**src/rtl/power_domain_sequencer.sv**
```systemverilog
// rtl/power_domain_sequencer.sv - Moore sequencer for isolation, clock, reset and switch of one power domain.
// Define PWR_SEQ_TIMEOUT_EN to enable the switch-acknowledge timeout and the FAULT state.
module power_domain_sequencer #(
  parameter int ACK_TIMEOUT   = 64,
  parameter int SETTLE_CYCLES = 4
) (
  input  logic clk_i,
  input  logic rst_i,
  input  logic req_valid_i,
  input  logic req_on_i,
  output logic req_ready_o,
  output logic done_o,
  output logic is_on_o,
  output logic fault_o,
  output logic switch_no,
  input  logic switch_ack_ni,
  output logic iso_no,
  output logic rst_no,
  output logic clkgate_en_no
);

  typedef enum logic [3:0] {
    INIT, ON, PD_ISO, PD_CLK, PD_RST, PD_SW, OFF,
    PU_SW, PU_SETTLE, PU_CLK, PU_RST, PU_ISO, FAULT
  } state_t;

`ifdef PWR_SEQ_TIMEOUT_EN
  localparam bit TIMEOUT_EN = 1'b1;
`else
  localparam bit TIMEOUT_EN = 1'b0;
`endif
  localparam logic [15:0] ACK_LAST    = 16'(ACK_TIMEOUT - 1);
  localparam logic [15:0] SETTLE_LAST = 16'(SETTLE_CYCLES - 1);

  state_t      state_q, state_d;
  logic [15:0] cnt_q, cnt_d;
  logic        sw_q, sw_d, iso_q, iso_d, rstn_q, rstn_d, clk_q, clk_d;
  logic        ready_q, ready_d, done_q, done_d, on_q, on_d, fault_q, fault_d;
  logic        accept, timeout_hit;

  assign accept      = req_valid_i & ready_q;
  assign timeout_hit = TIMEOUT_EN && (cnt_q == ACK_LAST);

  always_comb begin
    state_d = state_q;
    case (state_q)
      INIT:      state_d = ON;
      ON:        if (accept && !req_on_i) state_d = PD_ISO;
      PD_ISO:    state_d = PD_CLK;
      PD_CLK:    state_d = PD_RST;
      PD_RST:    state_d = PD_SW;
      PD_SW:     if (switch_ack_ni) state_d = OFF;
                 else if (timeout_hit) state_d = FAULT;
      OFF:       if (accept && req_on_i) state_d = PU_SW;
      PU_SW:     if (!switch_ack_ni) state_d = PU_SETTLE;
                 else if (timeout_hit) state_d = FAULT;
      PU_SETTLE: if (cnt_q == SETTLE_LAST) state_d = PU_CLK;
      PU_CLK:    state_d = PU_RST;
      PU_RST:    state_d = PU_ISO;
      PU_ISO:    state_d = ON;
      FAULT:     if (accept) state_d = req_on_i ? PU_SW : PD_ISO;
      default:   state_d = INIT;
    endcase
  end

  // Outputs are registered from the next state, so they always match the current state's decode.
  always_comb begin
    sw_d    = sw_q;
    iso_d   = iso_q;
    rstn_d  = rstn_q;
    clk_d   = clk_q;
    ready_d = 1'b0;
    on_d    = 1'b0;
    fault_d = 1'b0;
    case (state_d)
      ON:                { sw_d, iso_d, rstn_d, clk_d } = 4'b0111;
      PD_ISO:            { sw_d, iso_d, rstn_d, clk_d } = 4'b0011;
      PD_CLK:            { sw_d, iso_d, rstn_d, clk_d } = 4'b0010;
      PD_RST:            { sw_d, iso_d, rstn_d, clk_d } = 4'b0000;
      PD_SW, OFF:        { sw_d, iso_d, rstn_d, clk_d } = 4'b1000;
      PU_SW, PU_SETTLE:  { sw_d, iso_d, rstn_d, clk_d } = 4'b0000;
      PU_CLK:            { sw_d, iso_d, rstn_d, clk_d } = 4'b0001;
      PU_RST:            { sw_d, iso_d, rstn_d, clk_d } = 4'b0011;
      PU_ISO:            { sw_d, iso_d, rstn_d, clk_d } = 4'b0111;
      FAULT:             fault_d = TIMEOUT_EN;
      default:           { sw_d, iso_d, rstn_d, clk_d } = 4'b0000;
    endcase
    if (state_d == ON || state_d == OFF || state_d == FAULT) ready_d = 1'b1;
    if (state_d == ON) on_d = 1'b1;
    done_d = (state_q == PU_ISO && state_d == ON) ||
             (state_q == PD_SW && state_d == OFF) ||
             (accept && state_q == ON && req_on_i) ||
             (accept && state_q == OFF && !req_on_i);
    cnt_d = (state_d != state_q) ? 16'd0 : ((cnt_q == 16'hFFFF) ? cnt_q : cnt_q + 16'd1);
  end

  always_ff @(posedge clk_i) begin
    if (rst_i) begin
      state_q <= INIT;
      cnt_q   <= 16'd0;
      sw_q    <= 1'b0;
      iso_q   <= 1'b0;
      rstn_q  <= 1'b0;
      clk_q   <= 1'b0;
      ready_q <= 1'b0;
      done_q  <= 1'b0;
      on_q    <= 1'b0;
      fault_q <= 1'b0;
    end else begin
      state_q <= state_d;
      cnt_q   <= cnt_d;
      sw_q    <= sw_d;
      iso_q   <= iso_d;
      rstn_q  <= rstn_d;
      clk_q   <= clk_d;
      ready_q <= ready_d;
      done_q  <= done_d;
      on_q    <= on_d;
      fault_q <= fault_d;
    end
  end

  assign req_ready_o   = ready_q;
  assign done_o        = done_q;
  assign is_on_o       = on_q;
  assign fault_o       = fault_q;
  assign switch_no     = sw_q;
  assign iso_no        = iso_q;
  assign rst_no        = rstn_q;
  assign clkgate_en_no = clk_q;

endmodule
```
**config.mk**
```make
export PLATFORM = sky130hd
export DESIGN_NAME = power_domain_sequencer
export DESIGN_NICKNAME = d
export VERILOG_FILES = /design/src/rtl/power_domain_sequencer.sv
export SDC_FILE = /design/constraint.sdc
export NUM_CORES = 1
export LEC_CHECK = 0
export CAP_MARGIN = 20
export CORE_UTILIZATION = 30
export CTS_BUF_LIST = sky130_fd_sc_hd__clkbuf_8
export CTS_CLUSTER_DIAMETER = 50
export CTS_CLUSTER_SIZE = 10
export DETAILED_ROUTE_END_ITERATION = 10
export GPL_TIMING_DRIVEN = 0
export PLACE_DENSITY = 0.49
export SETUP_SLACK_MARGIN = 0.05
export SLEW_MARGIN = 20
export SYNTH_ARGS = -nofsm -noshare
export SYNTH_HDL_FRONTEND = slang
export SYNTH_SLANG_ARGS = --single-unit
```
**constraint.sdc**
```tcl
create_clock -name clk_i -period 3.37 [get_ports clk_i]
set_input_delay 0.674 -clock clk_i [delete_from_list [all_inputs] [get_ports clk_i]]
set_output_delay 0.674 -clock clk_i [all_outputs]
set_load 0.01 [all_outputs]
```
# Word-level counts from Yosys, hierarchy flattened
# Index checks and enable logic that the tools add are counted.
dict set report word_totals {
  regBits 27
  input_bits 5
  out_inout_bits 8
  wordCells 70
}
dict set report classes {
  add_sub_neg 1
  eq_ne 24
  muxes 14
  bitwise 1
  n_reduce_logical 21
}
# cell count
set ops {}
lappend ops {{case mux 4 bit (12 select lines)} 1}
lappend ops {{== test 4 bit, second input constant} 9}
lappend ops {{== test 4 x 3 -> 1 bit, second input constant} 6}
lappend ops {{2-to-1 mux 4 bit} 6}
lappend ops {{adder 16 x 1 -> 16 bit, second input constant} 1}
lappend ops {{== test 16 bit, second input constant} 1}
lappend ops {{== test 16 x 2 -> 1 bit, second input constant} 1}
lappend ops {{== test 4 x 2 -> 1 bit, second input constant} 4}
lappend ops {{OR reduction 5 bit} 2}
lappend ops {{== test 4 x 1 -> 1 bit, second input constant} 2}
lappend ops {{logical AND 1 bit} 8}
lappend ops {{case mux 1 bit (2 select lines)} 4}
lappend ops {{OR reduction 2 bit} 4}
lappend ops {{logical OR 1 bit} 5}
lappend ops {{zero test 4 bit} 1}
lappend ops {{!= test 4 bit} 1}
lappend ops {{2-to-1 mux 3 bit} 1}
lappend ops {{2-to-1 mux 1 bit} 2}
lappend ops {{bitwise AND 1 bit} 1}
lappend ops {{zero test 1 bit} 1}

# Longest topological paths before layout
dict set report depth {
  ltp_word 9
  depth_mapped 8
}

# Worst setup path before layout
# OpenSTA, ideal clock, no wires.
dict set report synth_timing {
  path_type {in2reg}
  start {input port req_valid_i}
  end {register cnt_q[0]}
  arrival_ps 2044
  t_required_ps 3291
  path_slack_ps 1246
  path_stages 7
  n_path_buf 2
  path_cell_list {nand2_1 > o311ai_1 > mux2i_2 > or3_1 > buf_6 > buf_6 > a211oi_2}
}
dict set report synth_between {
  elab_chain_cells 6
  elab_cells_between_ends 9
}
# item line_no
set synth_rtl {}
lappend synth_rtl {{start: declaration} 9} ;# input logic req_valid_i,
lappend synth_rtl {{bitwise AND 1 bit *} 41} ;# assign accept = req_valid_i & ready_q;
lappend synth_rtl {{logical AND 1 bit, on equally long branches} {54, 48}}
lappend synth_rtl {{2-to-1 mux 4 bit, on equally long branches} {54, 48}}
lappend synth_rtl {{case mux 4 bit (12 select lines) *} 46} ;# case (state_q)
lappend synth_rtl {{!= test 4 bit *} 94} ;# cnt_d = (state_d != state_q) ? 16'd0 : ((cnt_q == 16'hFFFF) ? cnt_q : cnt_q + 16'd1);
lappend synth_rtl {{OR reduction 2 bit (no source line) *} n/a}
lappend synth_rtl {{end signal: assignment} 111} ;# cnt_q <= cnt_d;
lappend synth_rtl {{end: declaration} 36} ;# logic [15:0] cnt_q, cnt_d;
# Mark *: on every way between the ends. The rest lies on a longest branch, timed or not.
# A chain may end at the register's enable or synchronous reset.

# Final worst setup path
dict set report layout_timing {
  start {input port req_valid_i}
  end {register cnt_q[12]}
}
# Same word-level chain as after synthesis.

==> run metrics <==
finished layout cell area 1930 sq um; cts bufs inserted 3; Max-slew headroom 0.573; final setup vio count 0; Hold WC Path Type register to register; Clk network pwr share 0.196; FF-to-FF path depth 7; fin crit share 0.814; final setup TNS 0 ns; Hold Buf Count CTS 0; Int Power 0.596 mW; Max rail drop VDD 228 uV; layout cells sized above 1 0.120; antenna-violating nets left 0; reg2reg setup slack 1.09 ns; Worst Hold End iso_no; Placer Congestion 0.806; Worst setup EP type register; Max Cap Violations 0; Critical Path AT 2.90 ns; pwr/cell area 494 nW/um^2; Core Rows 27; clock root buffer clkbuf_8; total power 0.954 mW; worst hold path stage count 2; Filler cells 595; slowest stage cell, crit path clkdlybuf4s50_1; combinational share of power 0.398; Yosys warnings 0; DPL Wire Length 3090 um; Nets 224; placed cell area 1890 sq um; CTS tree done; GRT Residual Overflow 0; Final Hold Viols 0; sequential cell area fraction in the yosys report 0.318; peak per-stage delay on the critical path 0.57 ns; Min Hold Slack 0.475 ns; Clk pin slew, worst setup/hold paths 0.10 ns; WL/cell 14.8 um; sw power 0.358 mW; ys flop type dfxtp_1; dpl cells 285; clock sinks 27; Clock Skew 0.00247 ns; Tot GR Track Use 0.147; Post-CTS Setup Inserts 0; Layout Cells excl Fill 289; core area 5470 sq um; port buffer count 10; Pre-antenna DRT Iters 4; CP bufs+invs 2; library cells used by synthesis 55; CTS-repair resized insts 0; Max FO, Critical Path 10; Initial Util 0.310; antenna violations before repair 0; Worst EP required 3.53 ns; hold path start iso_no; # DRC 0; fin. max-slew vios 0; H-tree Lvls 1; IO Pins 13; first-pass GRT wire length 6990 um; Total Wirelength 4280 um; maximum root-to-sink buffer count 2; CP Class input port to register; antenna diode count 0; Via-to-Cell Ratio 5.42; number of synthesized register bits 27; Worst-Margin Slew 0.624 ns; CP delay by family, top buffers and inverters; critical path, cell by cell clkdlybuf4s50_1, nand2_1, o311ai_1, mux2i_2, o21ai_1, buf_2, a211oi_2; Final Critical Period 2.74 ns; largest net degree at the start of global routing 15; Leak Pwr 0.587 nW; number of synthesized flops with an enable pin 0; vias 1567; Iteration-0 DRC Markers 135; switch share 0.375; Mapped Avg Cell Area 8.36 sq um; vias in the first global route 1382; Synth Net Count 209; Startpoint Class input port; worst r2r src state_q[2]; part of the power in registers 0.406; Achievable Freq 0.365 GHz; Async SR Flop Fraction 0; Die Y 77.2 um; Die W 77.2 um; Skew-Pair Late Insertion Delay 0.27 ns; status finished, final reports clean; Mapped Area 1700 sq um; Area growth syn-to-layout 13.9%; post-synthesis cell count 203; total die area 5960 sq um; RSZ-0062 raised after global routing no; RR Endpoint cnt_q[8]
==> metal layers <==
metal  global-route usage  wire, um  vias to the layer above
li1                     -         -                      801
met4               0.0509        65                        0
met5                    0         0                        -
met2                0.212      1830                       25
met1                0.221      2290                      735
met3               0.0190        92                        6
==> power by group through the flow <==
stage | sequential [mW] | combinational (mW) | clock [mW]
global placement | 0.394 | 0.382 | 0
detailed placement | 0.394 | 0.381 | 0
global route | 0.392 | 0.412 | 0.211
floorplan | 0.400 | 0.248 | 0
CTS | 0.387 | 0.381 | 0.196
finish | 0.387 | 0.380 | 0.187
==> flip-flops by register name, summed over array words and instances (netlist names) <==
signal / flops
iso_no: 1
switch_no: 1
state_q: 4
done_o: 1
is_on_o: 1
rst_no: 1
req_ready_o: 1
clkgate_en_no: 1
cnt_q: 16
==> placed cells by master (no fill, tap or decap), types with 3 or more instances in the layout <==
cell type        count
a211oi_1             8
a211oi_2             8
a21oi_1             11
a221oi_1             4
and2_1               5
buf_2                5
clkbuf_1             4
clkbuf_8             3
clkdlybuf4s50_1     10
dfxtp_1             27
inv_1                8
mux2i_1              3
nand2_1             18
nand3_1              7
nand3b_1             4
nand4_1              4
nor2_1               7
nor3_1               8
nor4_1               6
o211ai_1             4
o21ai_0              8
or2_2                3
xnor2_1              7
==> Yosys cell counts (6+ instances only) <==
master / instances / area, sq um
a21oi_1: 11 / 55.1
a211oi_2: 8 / 100
dfxtp_1: 27 / 541
inv_1: 7 / 26.3
nand2_1: 18 / 67.6
nor3_1: 8 / 40.0
nand3_1: 7 / 35.0
xnor2_1: 7 / 61.3
nor2_1: 7 / 26.3
a211oi_1: 8 / 60.1
o21ai_0: 8 / 40.0
nor4_1: 6 / 37.5
==> worst reg2reg max path, delay by kind of cell, from the launching register on <==
family	cells	cell delay (ns)
DFF	1	0.49
buffers and inverters	2	0.70
and+or+nand+nor	3	0.72
AOI/OAI and AO/OA	2	0.25
==> stage by stage <==
stage                     setup WS (ns)   util
after floorplan                    1.25      -
after global placement            0.312  0.345
after detailed placement          0.329  0.345
after CTS                         0.626  0.353
after global routing              0.478  0.353
final                             0.628  0.353
==> how the worst max path moves through the flow <==
stage / startpoint / endpoint / slack (ns) / cells past startpoint
5_1_grt: req_valid_i / cnt_q[2] / 0.48 / 7
3_3_place_gp: req_valid_i / cnt_q[15] / 0.31 / 7
3_5_place_dp: req_valid_i / cnt_q[14] / 0.33 / 7
4_1_cts: req_valid_i / cnt_q[12] / 0.63 / 7
2_1_floorplan: req_valid_i / cnt_q[0] / 1.25 / 7
6_report: req_valid_i / cnt_q[12] / 0.63 / 7
==> kinds of logic (layout without fill, tap and decap cells) <==
kind of cell | Yosys count | count (layout) | share of synthesized area
multiplexers | 5 | 5 | 0.0324
buffers and inverters | 20 | 34 | 0.0590
adder cells (fa/ha/maj) | 1 | 1 | 0.00737
AND/OR/NAND/NOR | 79 | 79 | 0.261
other | 1 | 1 | 0.00221
XOR/XNOR | 8 | 8 | 0.0413
flip-flops | 27 | 27 | 0.318
AO/OA/AOI/OAI | 62 | 62 | 0.279
==> final cells by class <==
cell class / instances / area [sq um] / share of cell area
Buffer: 13 / 73.8 / 0.0382
Clock buffer: 3 / 41.3 / 0.0214
Clock inverter: 1 / 3.75 / 0.00194
Inverter: 7 / 26.3 / 0.0136
Multi-Input combinational cell: 156 / 1060 / 0.547
Sequential cell: 27 / 541 / 0.280
Tap cell: 72 / 90.1 / 0.0466
Timing Repair Buffer: 10 / 100 / 0.0518
No activity file was read; power rests on OpenSTA's default activity.
